File: config.mk
export PLATFORM = sky130hd
export DESIGN_NAME = srt4_iter_unit_flat
export DESIGN_NICKNAME = d
export VERILOG_FILES = /design/src/rtl/srt4_iter_unit_if.sv /design/src/rtl/srt4_iter_unit.sv /design/src/flat_wrapper.sv
export SDC_FILE = /design/constraint.sdc
export NUM_CORES = 1
export LEC_CHECK = 0
export BUFFER_PORTS_ARGS = -buffer_cell sky130_fd_sc_hd__buf_2
export CAP_MARGIN = 0
export CORE_UTILIZATION = 50
export CTS_BUF_LIST = sky130_fd_sc_hd__clkbuf_2 sky130_fd_sc_hd__clkbuf_4 sky130_fd_sc_hd__clkbuf_8
export DETAILED_ROUTE_END_ITERATION = 8
export GPL_TIMING_DRIVEN = 0
export PLACE_DENSITY = 0.66
export REMOVE_ABC_BUFFERS = 1
export SYNTH_ARGS = -nofsm -noshare
export SYNTH_HDL_FRONTEND = slang
export SYNTH_SLANG_ARGS = --single-unit
File: constraint.sdc
create_clock -name clk -period 12.2 [get_ports clk]
set_clock_uncertainty 0.05 [all_clocks]
set_input_delay 1.83 -clock clk [delete_from_list [all_inputs] [get_ports clk]]
set_output_delay 1.83 -clock clk [all_outputs]
set_load 0.01 [all_outputs]
File: src/rtl/srt4_iter_unit_if.sv
// Port bundle of the radix-4 SRT iteration unit: request/result signals plus the
// partial-remainder register handshake (w_next/w_load out, w_q back in).
interface srt4_iter_unit_if #(
    parameter int WIDTH = 24,
    parameter int ITER  = 13
);
    logic                  start;
    logic [WIDTH-1:0]      dividend;
    logic [WIDTH-1:0]      divisor;
    logic [WIDTH+1:0]      w_q;
    logic [WIDTH+1:0]      w_next;
    logic                  w_load;
    logic                  busy;
    logic                  done;
    logic [2*ITER-1:0]     quotient;
    logic [WIDTH+1:0]      remainder;

    modport master (
        output start, dividend, divisor, w_q,
        input  w_next, w_load, busy, done, quotient, remainder
    );

    modport slave (
        input  start, dividend, divisor, w_q,
        output w_next, w_load, busy, done, quotient, remainder
    );
endinterface

File: src/rtl/srt4_iter_unit.sv
// Radix-4 SRT mantissa divider iteration unit: digit selection in {-2..2},
// on-the-fly quotient conversion and final sign correction of the remainder.
module srt4_iter_unit #(
    parameter int WIDTH = 24,
    parameter int ITER  = 13
) (
    input logic             clk,
    input logic             reset,
    srt4_iter_unit_if.slave bus
);
    localparam int RW = WIDTH + 2;
    localparam int QW = 2 * ITER;
    localparam int PW = RW + 4;
    localparam int CW = $clog2(ITER);

    typedef enum logic [1:0] {S_IDLE, S_ITER, S_CORR} state_t;

    state_t               state, state_nxt;
    logic [WIDTH-1:0]     d_reg;
    logic [QW-1:0]        q_reg, qm_reg, q_nxt, qm_nxt;
    logic [CW-1:0]        cnt;
    logic signed [PW-1:0] p, d_one, d_half, d_3half, sub;

    // Everything is in remainder units (2^-25): d = 4*D, so d/2 and 3d/2 stay exact integers.
    assign p       = {{(PW-RW-2){bus.w_q[RW-1]}}, bus.w_q, 2'b00};
    assign d_one   = {{(PW-WIDTH-2){1'b0}}, d_reg, 2'b00};
    assign d_half  = d_one >>> 1;
    assign d_3half = d_one + d_half;

    always_comb begin
        // NOTE: every output gets a default first so no path through the block infers a latch.
        sub    = '0;
        q_nxt  = {q_reg[QW-3:0], 2'd0};
        qm_nxt = {qm_reg[QW-3:0], 2'd3};
        if (p >= d_3half) begin
            sub    = d_one <<< 1;
            q_nxt  = {q_reg[QW-3:0], 2'd2};
            qm_nxt = {q_reg[QW-3:0], 2'd1};
        end else if (p >= d_half) begin
            sub    = d_one;
            q_nxt  = {q_reg[QW-3:0], 2'd1};
            qm_nxt = {q_reg[QW-3:0], 2'd0};
        end else if (p >= -d_half) begin
            sub    = '0;
        end else if (p >= -d_3half) begin
            sub    = -d_one;
            q_nxt  = {qm_reg[QW-3:0], 2'd3};
            qm_nxt = {qm_reg[QW-3:0], 2'd2};
        end else begin
            sub    = -(d_one <<< 1);
            q_nxt  = {qm_reg[QW-3:0], 2'd2};
            qm_nxt = {qm_reg[QW-3:0], 2'd1};
        end
    end

    always_comb begin
        state_nxt  = state;
        bus.w_next = RW'(p - sub);
        unique case (state)
            S_IDLE: begin
                bus.w_next = {2'b00, bus.dividend};
                if (bus.start) state_nxt = S_ITER;
            end
            S_ITER:  if (cnt == CW'(ITER - 1)) state_nxt = S_CORR;
            S_CORR:  state_nxt = S_IDLE;
            default: state_nxt = S_IDLE;
        endcase
    end

    // Gated by reset so an aborting reset silences the register load immediately.
    assign bus.busy   = (state != S_IDLE) && !reset;
    assign bus.w_load = ((state == S_IDLE && bus.start) || state == S_ITER) && !reset;

    // NOTE: state uses <= so every flop samples pre-edge values regardless of statement order.
    always_ff @(posedge clk) begin
        if (reset) begin
            state         <= S_IDLE;
            d_reg         <= '0;
            q_reg         <= '0;
            qm_reg        <= '0;
            cnt           <= '0;
            bus.quotient  <= '0;
            bus.remainder <= '0;
            bus.done      <= 1'b0;
        end else begin
            state    <= state_nxt;
            bus.done <= (state == S_CORR);
            case (state)
                S_IDLE: if (bus.start) begin
                    d_reg  <= bus.divisor;
                    q_reg  <= '0;
                    qm_reg <= '0;
                    cnt    <= '0;
                end
                S_ITER: begin
                    q_reg  <= q_nxt;
                    qm_reg <= qm_nxt;
                    cnt    <= cnt + CW'(1);
                end
                S_CORR: begin
                    // Negative final remainder: step back one quotient unit and add d.
                    if (bus.w_q[RW-1]) begin
                        bus.quotient  <= qm_reg;
                        bus.remainder <= bus.w_q + {d_reg, 2'b00};
                    end else begin
                        bus.quotient  <= q_reg;
                        bus.remainder <= bus.w_q;
                    end
                end
                default: ;
            endcase
        end
    end
endmodule

File: src/flat_wrapper.sv
// flat-port wrapper written by rule: the top's interface ports become plain ports
module srt4_iter_unit_flat 
#(
    parameter int WIDTH = 24,
    parameter int ITER  = 13
)
  (clk, reset, bus_start, bus_dividend, bus_divisor, bus_w_q, bus_w_next, bus_w_load, bus_busy, bus_done, bus_quotient, bus_remainder);
  srt4_iter_unit_if #(.WIDTH(WIDTH), .ITER(ITER)) bus_i ();
  input logic clk;
  input logic reset;
  input wire logic [$bits(bus_i.start)-1:0] bus_start;
  input wire logic [$bits(bus_i.dividend)-1:0] bus_dividend;
  input wire logic [$bits(bus_i.divisor)-1:0] bus_divisor;
  input wire logic [$bits(bus_i.w_q)-1:0] bus_w_q;
  output wire logic [$bits(bus_i.w_next)-1:0] bus_w_next;
  output wire logic [$bits(bus_i.w_load)-1:0] bus_w_load;
  output wire logic [$bits(bus_i.busy)-1:0] bus_busy;
  output wire logic [$bits(bus_i.done)-1:0] bus_done;
  output wire logic [$bits(bus_i.quotient)-1:0] bus_quotient;
  output wire logic [$bits(bus_i.remainder)-1:0] bus_remainder;
  assign bus_i.start = bus_start;
  assign bus_i.dividend = bus_dividend;
  assign bus_i.divisor = bus_divisor;
  assign bus_i.w_q = bus_w_q;
  assign bus_w_next = bus_i.w_next;
  assign bus_w_load = bus_i.w_load;
  assign bus_busy = bus_i.busy;
  assign bus_done = bus_i.done;
  assign bus_quotient = bus_i.quotient;
  assign bus_remainder = bus_i.remainder;
  srt4_iter_unit #(.WIDTH(WIDTH), .ITER(ITER)) u_core (.clk(clk), .reset(reset), .bus(bus_i));
endmodule
# Word level (Yosys, flattened, before mapping)
# Cells that the tools add are included.
# classes
shifts,0
muxes,23
order_cmp,4
n_addsub,8
reduce_logical,11
eq_ne,5
multipliers,0
n_div,0
bitwise,0
# ops
operator,count
$mux 26,13
$pmux 26 s2,2
$ge 28x30->1,2
$neg 26->26,2
$neg 25->30,1
$neg 30->30,1
$ge 28x26->1,1
$ge 28x28->1,1
$add 26x25->27,1
$add 26x26->26,1
$sub 26x26->26,1
$mux 2,4
$pmux 4 s2,1
$reduce_and 2->1,3
$add 4x1->4 const B,1
$eq 4x4->1 const B,1
$mux 4,1
$pmux 2 s2,1
$reduce_bool 2->1,2
$logic_and 1x1->1,3
$eq 2x1->1 const B,1
$eq 2x2->1 const B,1
$logic_not 2->1,1
$ne 2x1->1 const B,1
other kinds (4),4
# totals
output_inout_bits,81
regBits,135
in_bits,77
word_cells,59
mem_bits_ro,0
memories,0
latchBits,0
mem_bits_rw,0

# Logic depth before layout (Yosys ltp)
# Gate-level depths: netlist (run 1).
# depth
depth_word,9
ltp_mapped,36
ltp_nobuf,35

# Least setup slack after synthesis (run 1)
# OpenSTA, ideal clock, no wires.
# synth_timing
path_kind,reg2out
from,register u_core.d_reg[0]
to,output port bus_w_next[22]
required_ns,10.320
slack_ns,2.753
path_buffers,2
stages_incl_launch_ff,36
t_arrival_ns,7.567
path_cell_list,dfxtp_1 > ha_1 > inv_1 > fa_1 > nor2b_2 > o2111ai_2 > a21o_1 > a2111oi_2 > nor3_1 > nor3_2 > nand4_1 > nor4_4 > nand2_2 > xor2_1 > ha_1 > a21o_1 > a21o_1 > a21oi_1 > a2bb2oi_1 > nand3_1 > o21ai_1 > clkbuf_1 > clkbuf_1 > a21o_1 > a22oi_1 > ha_1 > o211ai_1 > a211oi_1 > o31ai_1 > a21oi_1 > and4_1 > or3_1 > a21o_1 > a21oi_1 > xor2_1 > o21ai_1
# synth_between
elab_chain_len,9
elab_cells_between_ends,15
classes_between,add/sub: 6; order compare: 4; mux: 5
# synth_lines
element,line,rtl
from (decl),srt4_iter_unit.sv:19,logic [WIDTH-1:0] d_reg;
from (signal assigned),srt4_iter_unit.sv:90,d_reg <= bus.divisor;
$add 26x25->27,srt4_iter_unit.sv:28,assign d_3half = d_one + d_half;
$neg 30->30,srt4_iter_unit.sv:45,end else if (p >= -d_3half) begin
$ge 28x30->1,srt4_iter_unit.sv:45,
$mux 26,srt4_iter_unit.sv:45,
$mux 26,srt4_iter_unit.sv:43,end else if (p >= -d_half) begin
$mux 26,srt4_iter_unit.sv:39,end else if (p >= d_half) begin
$mux 26 (*),srt4_iter_unit.sv:35,if (p >= d_3half) begin
$sub 26x26->26 (*),srt4_iter_unit.sv:58,bus.w_next = RW'(p - sub);
$mux 26 (*),srt4_iter_unit.sv:59,unique case (state)
to (decl),flat_wrapper.sv:15,output wire logic [$bits(bus_i.w_next)-1:0] bus_w_next;
# Every way passes the cells marked *; elsewhere a longest branch is shown, timed or not.

# Worst setup path in the final report (run 1)
# Same ends and word-level chain as after synthesis.

==> results of run 1 <==
## stage by stage
step           util, %  power [mW]  TNS [ns]
6_report          56.6        1.58         0
5_1_grt           56.6        1.70         0
4_1_cts           56.6        1.59         0
3_5_place_dp      55.2        1.21         0
3_3_place_gp      54.2        1.19     -7.46
2_1_floorplan        -       0.993         0
## worst min-delay path, delay by kind of cell (launching register included)
| family | cells | cell delay, ns |
|---|---|---|
| simple gates | 1 | 0.05 |
| flops | 1 | 0.31 |
| compound gates | 1 | 0.05 |
## Yosys cell counts, types with 5 or more instances
| master | n |
|---|---|
| a211oi_1 | 54 |
| a21o_1 | 48 |
| a21oi_1 | 184 |
| a311oi_1 | 5 |
| a31oi_1 | 10 |
| and2_1 | 7 |
| and3_1 | 18 |
| and4_1 | 5 |
| buf_1 | 11 |
| buf_2 | 6 |
| clkbuf_1 | 58 |
| dfxtp_1 | 135 |
| ha_1 | 199 |
| inv_1 | 83 |
| mux2_2 | 9 |
| mux2i_1 | 92 |
| nand2_1 | 147 |
| nand2b_1 | 24 |
| nand3_1 | 21 |
| nand3b_1 | 6 |
| nand4_1 | 19 |
| nor2_1 | 226 |
| nor2b_1 | 16 |
| nor3_1 | 28 |
| nor3b_1 | 5 |
| nor4_1 | 7 |
| o211ai_1 | 31 |
| o21a_1 | 16 |
| o21ai_0 | 72 |
| o21ai_1 | 8 |
| o221ai_1 | 5 |
| o31ai_1 | 11 |
| or2_2 | 5 |
| or3_1 | 10 |
| xnor2_1 | 71 |
| xor2_1 | 30 |
## worst min path at each step
stage | start | to | slack, ns | cells past startpoint
2_1_floorplan | u_core.cnt[3] | u_core.cnt[3] | 0.39 | 2
3_3_place_gp | u_core.bus.remainder[0] | u_core.bus.remainder[0] | 0.39 | 2
3_5_place_dp | u_core.bus.remainder[25] | u_core.bus.remainder[25] | 0.40 | 2
4_1_cts | u_core.bus.remainder[25] | u_core.bus.remainder[25] | 0.41 | 2
5_1_grt | u_core.bus.remainder[25] | u_core.bus.remainder[25] | 0.43 | 2
6_report | u_core.bus.remainder[10] | u_core.bus.remainder[10] | 0.41 | 2
## cell usage in the layout (no fill, tap or decap), types with 10 or more instances in the layout
| master | synthesis | layout |
|---|---|---|
| nor3_1 | 28 | 28 |
| o211ai_1 | 31 | 31 |
| o21ai_0 | 72 | 72 |
| or3_1 | 10 | 10 |
| inv_1 | 83 | 83 |
| clkbuf_8 | 0 | 17 |
| xor2_1 | 30 | 30 |
| buf_2 | 6 | 155 |
| dfxtp_1 | 135 | 135 |
| o21a_1 | 16 | 16 |
| nand3_1 | 21 | 21 |
| xnor2_1 | 71 | 71 |
| mux2i_1 | 92 | 92 |
| nor2b_1 | 16 | 15 |
| nand2b_1 | 24 | 22 |
| nand4_1 | 19 | 19 |
| a21oi_1 | 184 | 184 |
| o31ai_1 | 11 | 11 |
| a211oi_1 | 54 | 54 |
| a31oi_1 | 10 | 10 |
| and3_1 | 18 | 18 |
| ha_1 | 199 | 199 |
| nand2_1 | 147 | 147 |
| nor2_1 | 226 | 223 |
| a21o_1 | 48 | 47 |
## where the power goes
| part | total, mW | switching (mW) | internal (mW) |
|---|---|---|---|
| sequential | 0.463 | 0.0158 | 0.447 |
| combinational | 0.745 | 0.440 | 0.305 |
| clock | 0.376 | 0.228 | 0.149 |
| total | 1.58 | 0.684 | 0.901 |
## cell type report
class / instances / area [um2]
fill: 2621 / 11700
multi-input combinational: 1466 / 10400
sequential: 135 / 2700
timing repair buffer: 170 / 1020
tap: 341 / 427
inverter: 83 / 312
clock buffer: 17 / 234
clock inverter: 15 / 136
## metal layers
layer / GRT usage [%] / wire (um)
met1: 36.9 / 18100
met2: 45.5 / 17500
met3: 3.57 / 1710
met4: 6.86 / 600
met5: 0 / 23
## kinds of logic (layout without fill, tap and decap cells)
group / count (synthesis) / in the layout / share of synthesized area, %
muxes: 102 / 102 / 7.55
xor gates and xnor gates: 103 / 103 / 6.78
adders and majority gates: 201 / 201 / 18.5
DFF: 135 / 135 / 19.7
and+or+nand+nor: 562 / 562 / 19.1
buffers and inverters: 163 / 285 / 4.72
AOI/OAI and AO/OA: 498 / 498 / 23.6
==> impl_metrics.py, run 1 <==
metrics = {
    "worst_setup_path": {
        "worstPathRequired_ns": 10.32,
        "endpoint": "bus_w_next[22]",
        "cp_max_fo": 42,
        "r2r_start": "u_core.d_reg[2]",
        "cp-startpoint": "u_core.d_reg[0]",
        "r2r_end": "u_core.q_reg[2]",
        "crit_path_start_kind": "flip-flop",
        "slowest_delay_ns": 0.58,
        "crit_arrival_ns": 9.70,
        "critical_path_depth": 34,
        "critPathKind": "flip-flop to output port",
        "critPathBufInv": 3,
        "reg2reg_depth": 25,
        "slowest_stage": "nor2_1",
        "end_kind": "output port",
        "cp_top_family": "compound AO/OA/AOI/OAI gates",
        "rrSetupSlack_ns": 5.50,
        "crit_top_cell": "a21oi_1",
    },
    "placement": {
        "place_inst": 2195,
        "gp_congestion": 0.907,
        "pre_cts_ws_ns": 1.29,
        "dpl_cell_area_um2": 14800,
        "hpwl_um": 29200,
        "io_buffers": 157,
    },
    "clocking": {
        "root_buffer": "clkbuf_8",
        "cts.sinks": 135,
        "cts_hold_buf": 0,
        "ctsResizeCount": 0,
        "cts_setup_buffers": 0,
        "clk_latency_ns": 0.47,
        "clk_pin_slew_ns": 0.09,
        "htreeDepth": 4,
        "numCtsBuffers": 17,
        "cts_tree": "yes",
        "clockBufferDepth": 2,
    },
    "timing": {
        "worst_slew_pin_slew_ns": 1.35,
        "fin_crit_ns": 11.58,
        "setup_viol": 0,
        "grt_setup_unrepaired": "false",
        "final_hold_viol_count": 0,
        "whs_ns": 0.413,
        "period_share_pct": 95.0,
        "setup_slack_ns": 0.615,
        "fmax_mhz": 86.3,
        "slew_headroom_pct": 10.3,
        "drv_slew": 0,
    },
    "drt": {
        "viasPerCell": 5.78,
        "vias": 12900,
        "postRouteWirelength_um": 37900,
        "drt_iter0_markers": 863,
        "wire_per_inst_um": 17.0,
        "drcViolationCount": 0,
        "antenna_left": 0,
        "first_pass_iters": 5,
    },
    "worst_hold_path": {
        "hp-class": "flip-flop to flip-flop",
    },
    "final_layout": {
        "stdcell_count": 2227,
        "num_antenna_cells": 0,
        "drive_above_1_share_pct": 13.5,
        "fin_nets": 2151,
        "fin_area_um2": 15200,
        "syn_to_final_growth_pct": 11.2,
    },
    "logic_synthesis": {
        "synth.yosys.seq_area_share_pct": 19.7,
        "syn_area_per_cell_um2": 7.76,
        "async_flop_share_pct": 0,
        "synth_area_leaders": "dfxtp_1 (20%), ha_1 (18%), a21oi_1 (6.7%)",
        "synthFlopType": "dfxtp_1",
        "synth_top_area_cell": "dfxtp_1",
        "netlist_instances": 1764,
        "syn_area_um2": 13700,
        "synth_top_cell_area_share_pct": 19.7,
        "ys_seq_elements": 135,
        "ys_types": 89,
        "synth_edf_count": 0,
        "yosysWarnings": 0,
    },
    "power_and_ir_drop": {
        "power.leakage_nw": 6.89,
        "ir_worst_vdd_v": 0.0000618,
        "powerDensity_nw_per_um2": 104,
    },
    "die": {
        "io_pins": 158,
        "die_w_um": 167,
        "die-area_um2": 28000,
        "initial_utilization_pct": 50.9,
        "core-area_um2": 26900,
        "die_y_um": 167,
        "rows": 60,
    },
    "global_route": {
        "grt_overflow_total": 0,
        "grt_pass1_vias": 11800,
        "grt_max_degree": 80,
        "grt_pass1_wl_um": 61700,
        "track_usage_pct": 27.2,
        "antenna_found_initial": 2,
    },
    "outcome": {
        "outcome": "completed",
    },
    "flow_run": {
        "drv_cap": 0,
    },
}
No activity file was read; power rests on OpenSTA's default activity.
==> inputs of run 2 (changes only) <==
- CORE_UTILIZATION: 50 -> 41
- CTS_CLUSTER_SIZE: not set -> 40
- PLACE_DENSITY: 0.66 -> 0.55
==> run 2 against run 1 <==
Flip-flop and latch count stayed put; critical endpoint unchanged; sequential share of layout area fell by 0.19 points; cell count rose by 4.5%; sequential power about the same.
==> impl_metrics.py, run 2 (synthesis results as in run 1) <==
metrics = {
    "placement": {
        "io_buffers": 157,
        "gp_congestion": 0.892,
        "place_inst": 2296,
        "hpwl_um": 30600,
    },
    "worst_setup_path": {
        "worstPathRequired_ns": 10.32,
        "r2r_start": "u_core.d_reg[2]",
        "rrSetupSlack_ns": 5.41,
        "crit_top_cell": "a21o_1",
        "end_kind": "output port",
        "reg2reg_depth": 24,
        "critPathKind": "flip-flop to output port",
        "r2r_end": "u_core.q_reg[8]",
        "crit_path_start_kind": "flip-flop",
        "cp_max_fo": 41,
        "slowest_delay_ns": 0.56,
        "slowest_stage": "dfxtp_1",
        "crit_arrival_ns": 9.58,
    },
    "drt": {
        "viasPerCell": 5.47,
        "wire_per_inst_um": 16.9,
        "met2_length_um": 17400,
        "postRouteWirelength_um": 39400,
        "drt_iter0_markers": 747,
        "vias": 12700,
        "wl_met1_um": 19700,
        "drcViolationCount": 0,
        "first_pass_iters": 5,
        "top_layer": "met5",
        "met3_length_um": 1760,
        "antenna_left": 0,
    },
    "worst_hold_path": {
        "hp-class": "flip-flop to flip-flop",
        "hold_path_startpoint": "u_core.bus.remainder[1]",
        "whs_endpoint": "u_core.bus.remainder[1]",
        "min_path_cells": 2,
    },
    "power_and_ir_drop": {
        "power.leakage_nw": 6.91,
        "netSwitchingPower_mw": 0.654,
        "ir_worst_vdd_v": 0.0000830,
        "switching_share_pct": 41.2,
        "p_seq_share_pct": 29.2,
        "clkPwrFrac_pct": 23.3,
        "power.internal_mw": 0.934,
        "pwr-share-comb_pct": 47.5,
        "powerDensity_nw_per_um2": 103,
    },
    "outcome": {
        "outcome": "completed",
    },
    "timing": {
        "fmax_mhz": 87.2,
        "worst_slew_pin_slew_ns": 1.36,
        "period_share_pct": 94.0,
        "whs_ns": 0.405,
        "final_hold_viol_count": 0,
        "setup_viol": 0,
        "fin_crit_ns": 11.46,
        "slew_headroom_pct": 9.15,
        "grt_setup_unrepaired": "false",
        "drv_slew": 0,
    },
    "die": {
        "core-area_um2": 32700,
        "io_pins": 158,
        "die_y_um": 185,
        "die_w_um": 185,
        "die-area_um2": 34100,
        "rows": 66,
        "initial_utilization_pct": 41.9,
    },
    "global_route": {
        "grt_max_degree": 82,
        "grt_pass1_wl_um": 62700,
        "grt_overflow_total": 0,
        "antenna_found_initial": 1,
        "track_usage_pct": 23.3,
        "grt_pass1_vias": 11600,
    },
    "final_layout": {
        "final_common_cell": "nor2_1",
        "syn_to_final_growth_pct": 12.4,
        "layout_common_cells": "nor2_1 (223), ha_1 (199), a21oi_1 (184), buf_2 (155), nand2_1 (147)",
        "drive_above_1_share_pct": 13.6,
        "fin_nets": 2151,
        "stdcell_count": 2328,
        "num_antenna_cells": 0,
    },
    "clocking": {
        "root_buffer": "clkbuf_8",
        "clockBufferDepth": 2,
        "numCtsBuffers": 17,
        "clk_latency_ns": 0.48,
        "clk_pin_slew_ns": 0.08,
        "cts.sinks": 135,
        "cts_tree": "yes",
        "htreeDepth": 4,
    },
    "flow_run": {
        "drv_cap": 0,
    },
}
==> run 2: cell count changes in the layout (fill, tap and decap cells not counted), sizes merged <==
cell,before,now
bufinv,0,1
clkinvlp,3,1
clkbuf,17,22
clkinv,5,6
inv,90,85
==> run 2: area by class of cell <==
class                           count  area (um2)
Multi-Input combinational cell   1466       10400
Clock inverter                     10        96.3
Inverter                           83         312
Timing Repair Buffer              170        1040
Clock buffer                       22         284
Tap cell                          442         553
Fill cell                        3332       17300
Sequential cell                   135        2700
==> run 2: power by group through the flow <==
stage | Clock [mW] | Combinational, mW | Sequential (mW)
2_1_floorplan | 0 | 0.526 | 0.466
3_3_place_gp | 0 | 0.730 | 0.473
3_5_place_dp | 0 | 0.746 | 0.473
4_1_cts | 0.380 | 0.752 | 0.463
5_1_grt | 0.398 | 0.842 | 0.465
6_report | 0.371 | 0.754 | 0.463
==> run 2: timing repair <==
item | CTS | global route
setup buffers | 0 | 0
endpoints found under the setup margin | 0 | 3
hold buffers | 0 | 0
resized for setup | 0 | 3
==> run 2: how the worst max path moves through the flow <==
| stage | startpoint | end | slack, ns | depth (start not counted) |
|---|---|---|---|---|
| 4_1_cts | u_core.d_reg[0] | bus_w_next[22] | 0.53 | 34 |
| 3_5_place_dp | u_core.d_reg[0] | bus_w_next[22] | 1.13 | 34 |
| 5_1_grt | u_core.d_reg[0] | bus_w_next[22] | 0.15 | 37 |
| 3_3_place_gp | u_core.d_reg[0] | bus_w_next[22] | -1.26 | 36 |
| 2_1_floorplan | u_core.d_reg[0] | bus_w_next[22] | 1.61 | 35 |
| 6_report | u_core.d_reg[0] | bus_w_next[22] | 0.74 | 37 |
==> run 2: metal layers <==
layer  vias up  track usage [%]
met5         -                0
met4         2             5.42
met3        48             3.06
met2       292             38.2
met1      5820             32.2
li1       6574                -
==> run 2: stage by stage <==
step | TNS [ns] | area [um2] | total power, mW | utilization (%) | setup slack [ns]
detailed placement | 0 | 15000 | 1.22 | 45.8 | 1.13
floorplan | 0 | 13400 | 0.993 | - | 1.61
finish | 0 | 15400 | 1.59 | 47.0 | 0.735
global route | 0 | 15400 | 1.70 | 47.0 | 0.154
global placement | -10.39 | 14700 | 1.20 | 44.9 | -1.26
CTS | 0 | 15400 | 1.59 | 47.0 | 0.531
==> run 2: worst max-delay path: cells and delay by family (launching register included) <==
family	cells	cell delay (ns)
AOI/OAI and AO/OA	16	3.76
and+or+nand+nor	11	2.52
adders and majority gates	4	1.31
DFF	1	0.56
buffers and inverters	4	0.52
xor gates and xnor gates	2	0.41
==> inputs of run 3 (changes only) <==
- ABC_AREA: not set -> 1
- CTS_BUF_LIST: sky130_fd_sc_hd__clkbuf_2 sky130_fd_sc_hd__clkbuf_4 sky130_fd_sc_hd__clkbuf_8 -> not set
==> run 3 against run 2 <==
Total power rose by 15%; cell count rose by 19%; combinational power decreased by 5.7%; synthesized cell count rose by 24%; worst hold slack improved by 0.0042 ns; maximum frequency rose by 6.7%.
==> impl_metrics.py, run 3 <==
metrics = {
    "outcome": {
        "outcome": "completed",
    },
    "worst_setup_path": {
        "slowest_delay_ns": 0.61,
        "critical_path_depth": 45,
        "worstPathRequired_ns": 10.32,
        "crit_arrival_ns": 8.86,
        "cp_max_fo": 22,
        "crit_top_cell": "nand2_1",
        "crit_path_start_kind": "flip-flop",
        "cp_top_family": "simple AND/OR/NAND/NOR gates",
        "critPathKind": "flip-flop to output port",
        "r2r_start": "u_core.d_reg[2]",
        "critPathBufInv": 4,
        "rrSetupSlack_ns": 6.05,
        "slowest_stage": "nand2_1",
        "r2r_end": "u_core.qm_reg[0]",
        "end_kind": "output port",
        "endpoint": "bus_w_next[16]",
        "cp-startpoint": "u_core.d_reg[2]",
        "reg2reg_depth": 30,
    },
    "drt": {
        "wire_per_inst_um": 16.7,
        "viasPerCell": 5.35,
        "drt_iter0_markers": 680,
        "antenna_left": 0,
        "first_pass_iters": 5,
        "vias": 14800,
        "drcViolationCount": 0,
        "postRouteWirelength_um": 46200,
    },
    "placement": {
        "io_buffers": 157,
        "gp_congestion": 0.937,
        "place_inst": 2732,
        "hpwl_um": 35900,
    },
    "logic_synthesis": {
        "ys_types": 55,
        "async_flop_share_pct": 0,
        "synth_area_leaders": "dfxtp_1 (19%), ha_1 (18%), nand2_1 (13%)",
        "yosysMostFrequentCell": "nand2_1",
        "netlist_instances": 2196,
        "syn_area_per_cell_um2": 6.45,
        "synth_top_area_cell": "dfxtp_1",
        "synth.yosys.seq_area_share_pct": 19.1,
        "synth_top_cell_area_share_pct": 19.1,
        "synth_edf_count": 0,
        "synthFlopType": "dfxtp_1",
        "synth_commonest_cells": "nand2_1 (484), a21oi_1 (313), inv_1 (261)",
        "ys_seq_elements": 135,
        "yosysWarnings": 0,
        "syn_area_um2": 14200,
    },
    "die": {
        "die_w_um": 188,
        "core-area_um2": 33800,
        "io_pins": 158,
        "die_y_um": 188,
        "initial_utilization_pct": 41.9,
        "die-area_um2": 35300,
        "rows": 67,
    },
    "timing": {
        "fin_crit_ns": 10.74,
        "final_hold_viol_count": 0,
        "fin_tns_setup_ns": 0,
        "drv_slew": 0,
        "period_share_pct": 88.1,
        "worst_slew_pin_slew_ns": 1.32,
        "slew_headroom_pct": 11.3,
        "setup_viol": 0,
        "grt_setup_unrepaired": "false",
        "fmax_mhz": 93.1,
    },
    "power_and_ir_drop": {
        "clkPwrFrac_pct": 34.9,
        "powerDensity_nw_per_um2": 113,
        "switching_share_pct": 37.4,
        "p_seq_share_pct": 26.0,
        "power.leakage_nw": 7.79,
        "ir_worst_vdd_v": 0.000108,
        "netSwitchingPower_mw": 0.681,
        "power.internal_mw": 1.14,
        "pwr-share-comb_pct": 39.0,
        "finalPower_mw": 1.82,
    },
    "final_layout": {
        "drive_above_1_share_pct": 11.7,
        "final_common_cell": "nand2_1",
        "stdcell_count": 2766,
        "nFillCells": 3571,
        "syn_to_final_growth_pct": 14.1,
        "layout_common_cells": "nand2_1 (480), a21oi_1 (313), inv_1 (259), ha_1 (199), buf_2 (155)",
        "fin_nets": 2581,
    },
    "clocking": {
        "root_buffer": "clkbuf_16",
        "clockBufferDepth": 2,
        "ctsResizeCount": 0,
        "htreeDepth": 4,
        "numCtsBuffers": 17,
        "cts_tree": "yes",
        "cts.sinks": 135,
        "clk_pin_slew_ns": 0.06,
        "cts_hold_buf": 0,
        "cts_setup_buffers": 0,
        "clk_latency_ns": 0.43,
    },
    "global_route": {
        "grt_pass1_vias": 14400,
        "antenna_found_initial": 5,
        "grt_pass1_wl_um": 73700,
        "grt_overflow_total": 0,
        "track_usage_pct": 26.1,
        "grt_max_degree": 77,
    },
    "flow_run": {
        "drv_cap": 0,
    },
    "worst_hold_path": {
        "hp-class": "flip-flop to flip-flop",
        "min_path_cells": 2,
    },
}
## run 3: cell count changes in the layout (fill, tap and decap cells not counted), moves of 22 or more
cell,before,now
nand2_1,147,480
inv_1,83,259
a21oi_1,184,313
mux2i_1,92,0
o21ai_0,72,153
nand3_1,21,96
nor2_1,223,154
xnor2_1,71,10
a211oi_1,54,8
a21o_1,47,7
nand2b_1,22,0
## run 3: how the worst min path moves through the flow
stage | endpoint | slack [ns] | from
2_1_floorplan | u_core.q_reg[24] | 0.39 | u_core.q_reg[24]
3_3_place_gp | u_core.bus.remainder[12] | 0.40 | u_core.bus.remainder[12]
3_5_place_dp | u_core.bus.remainder[14] | 0.41 | u_core.bus.remainder[14]
4_1_cts | u_core.bus.remainder[23] | 0.42 | u_core.bus.remainder[23]
5_1_grt | u_core.bus.remainder[19] | 0.43 | u_core.bus.remainder[19]
6_report | u_core.bus.remainder[23] | 0.41 | u_core.bus.remainder[23]
## run 3: kinds of logic (layout without fill, tap and decap cells)
| family | count (synthesis) | in the layout | synth area share, % |
|---|---|---|---|
| xor gates and xnor gates | 62 | 62 | 4.23 |
| DFF | 135 | 135 | 19.1 |
| and+or+nand+nor | 864 | 864 | 26.3 |
| buffers and inverters | 345 | 464 | 9.23 |
| AOI/OAI and AO/OA | 589 | 589 | 23.3 |
| other | 0 | 3 | 0 |
| adders and majority gates | 201 | 201 | 17.9 |
## run 3: tightest hold or removal path, stage by stage, from the launching register on
cell and delay, ns:
dfxtp_1 0.30, nand2_1 0.06, a21oi_1 0.05
## run 3: power by group through the flow
stage	combinational, mW	clock [mW]	sequential [mW]
after floorplan	0.500	0	0.476
after global placement	0.688	0	0.483
after detailed placement	0.708	0	0.484
after CTS	0.711	0.647	0.474
after global routing	0.807	0.661	0.476
final	0.711	0.637	0.474
## run 3: final cells by class
class                   count  area [um2]  area share, %
clock buffers              19         453           2.80
diodes                      3        7.51         0.0465
inverters                 267        1000           6.20
well taps                 448         561           3.47
repair buffers            166         976           6.04
flip-flops and latches    135        2700           16.7
clock inverters            12         270           1.67
multi-input cells        1716       10200           63.0
## run 3: per-stage QoR
step / cell area, um2 / util (%) / setup slack, ns / hold WS (ns)
after floorplan: 13900 / - / 4.10 / 0.389
after global placement: 15200 / 45.0 / 1.15 / 0.400
after detailed placement: 15400 / 45.7 / 1.83 / 0.406
after CTS: 16100 / 47.8 / 1.51 / 0.416
after global routing: 16200 / 47.8 / 0.646 / 0.434
final: 16200 / 47.8 / 1.46 / 0.409
## run 3: per-layer routing
| metal | vias to the layer above | wire (um) | global-route usage [%] |
|---|---|---|---|
| li1 | 7636 | - | - |
| met1 | 6802 | 21100 | 32.5 |
| met2 | 295 | 22000 | 45.8 |
| met3 | 62 | 2030 | 3.97 |
| met4 | 6 | 987 | 8.29 |
| met5 | - | 41 | 0 |
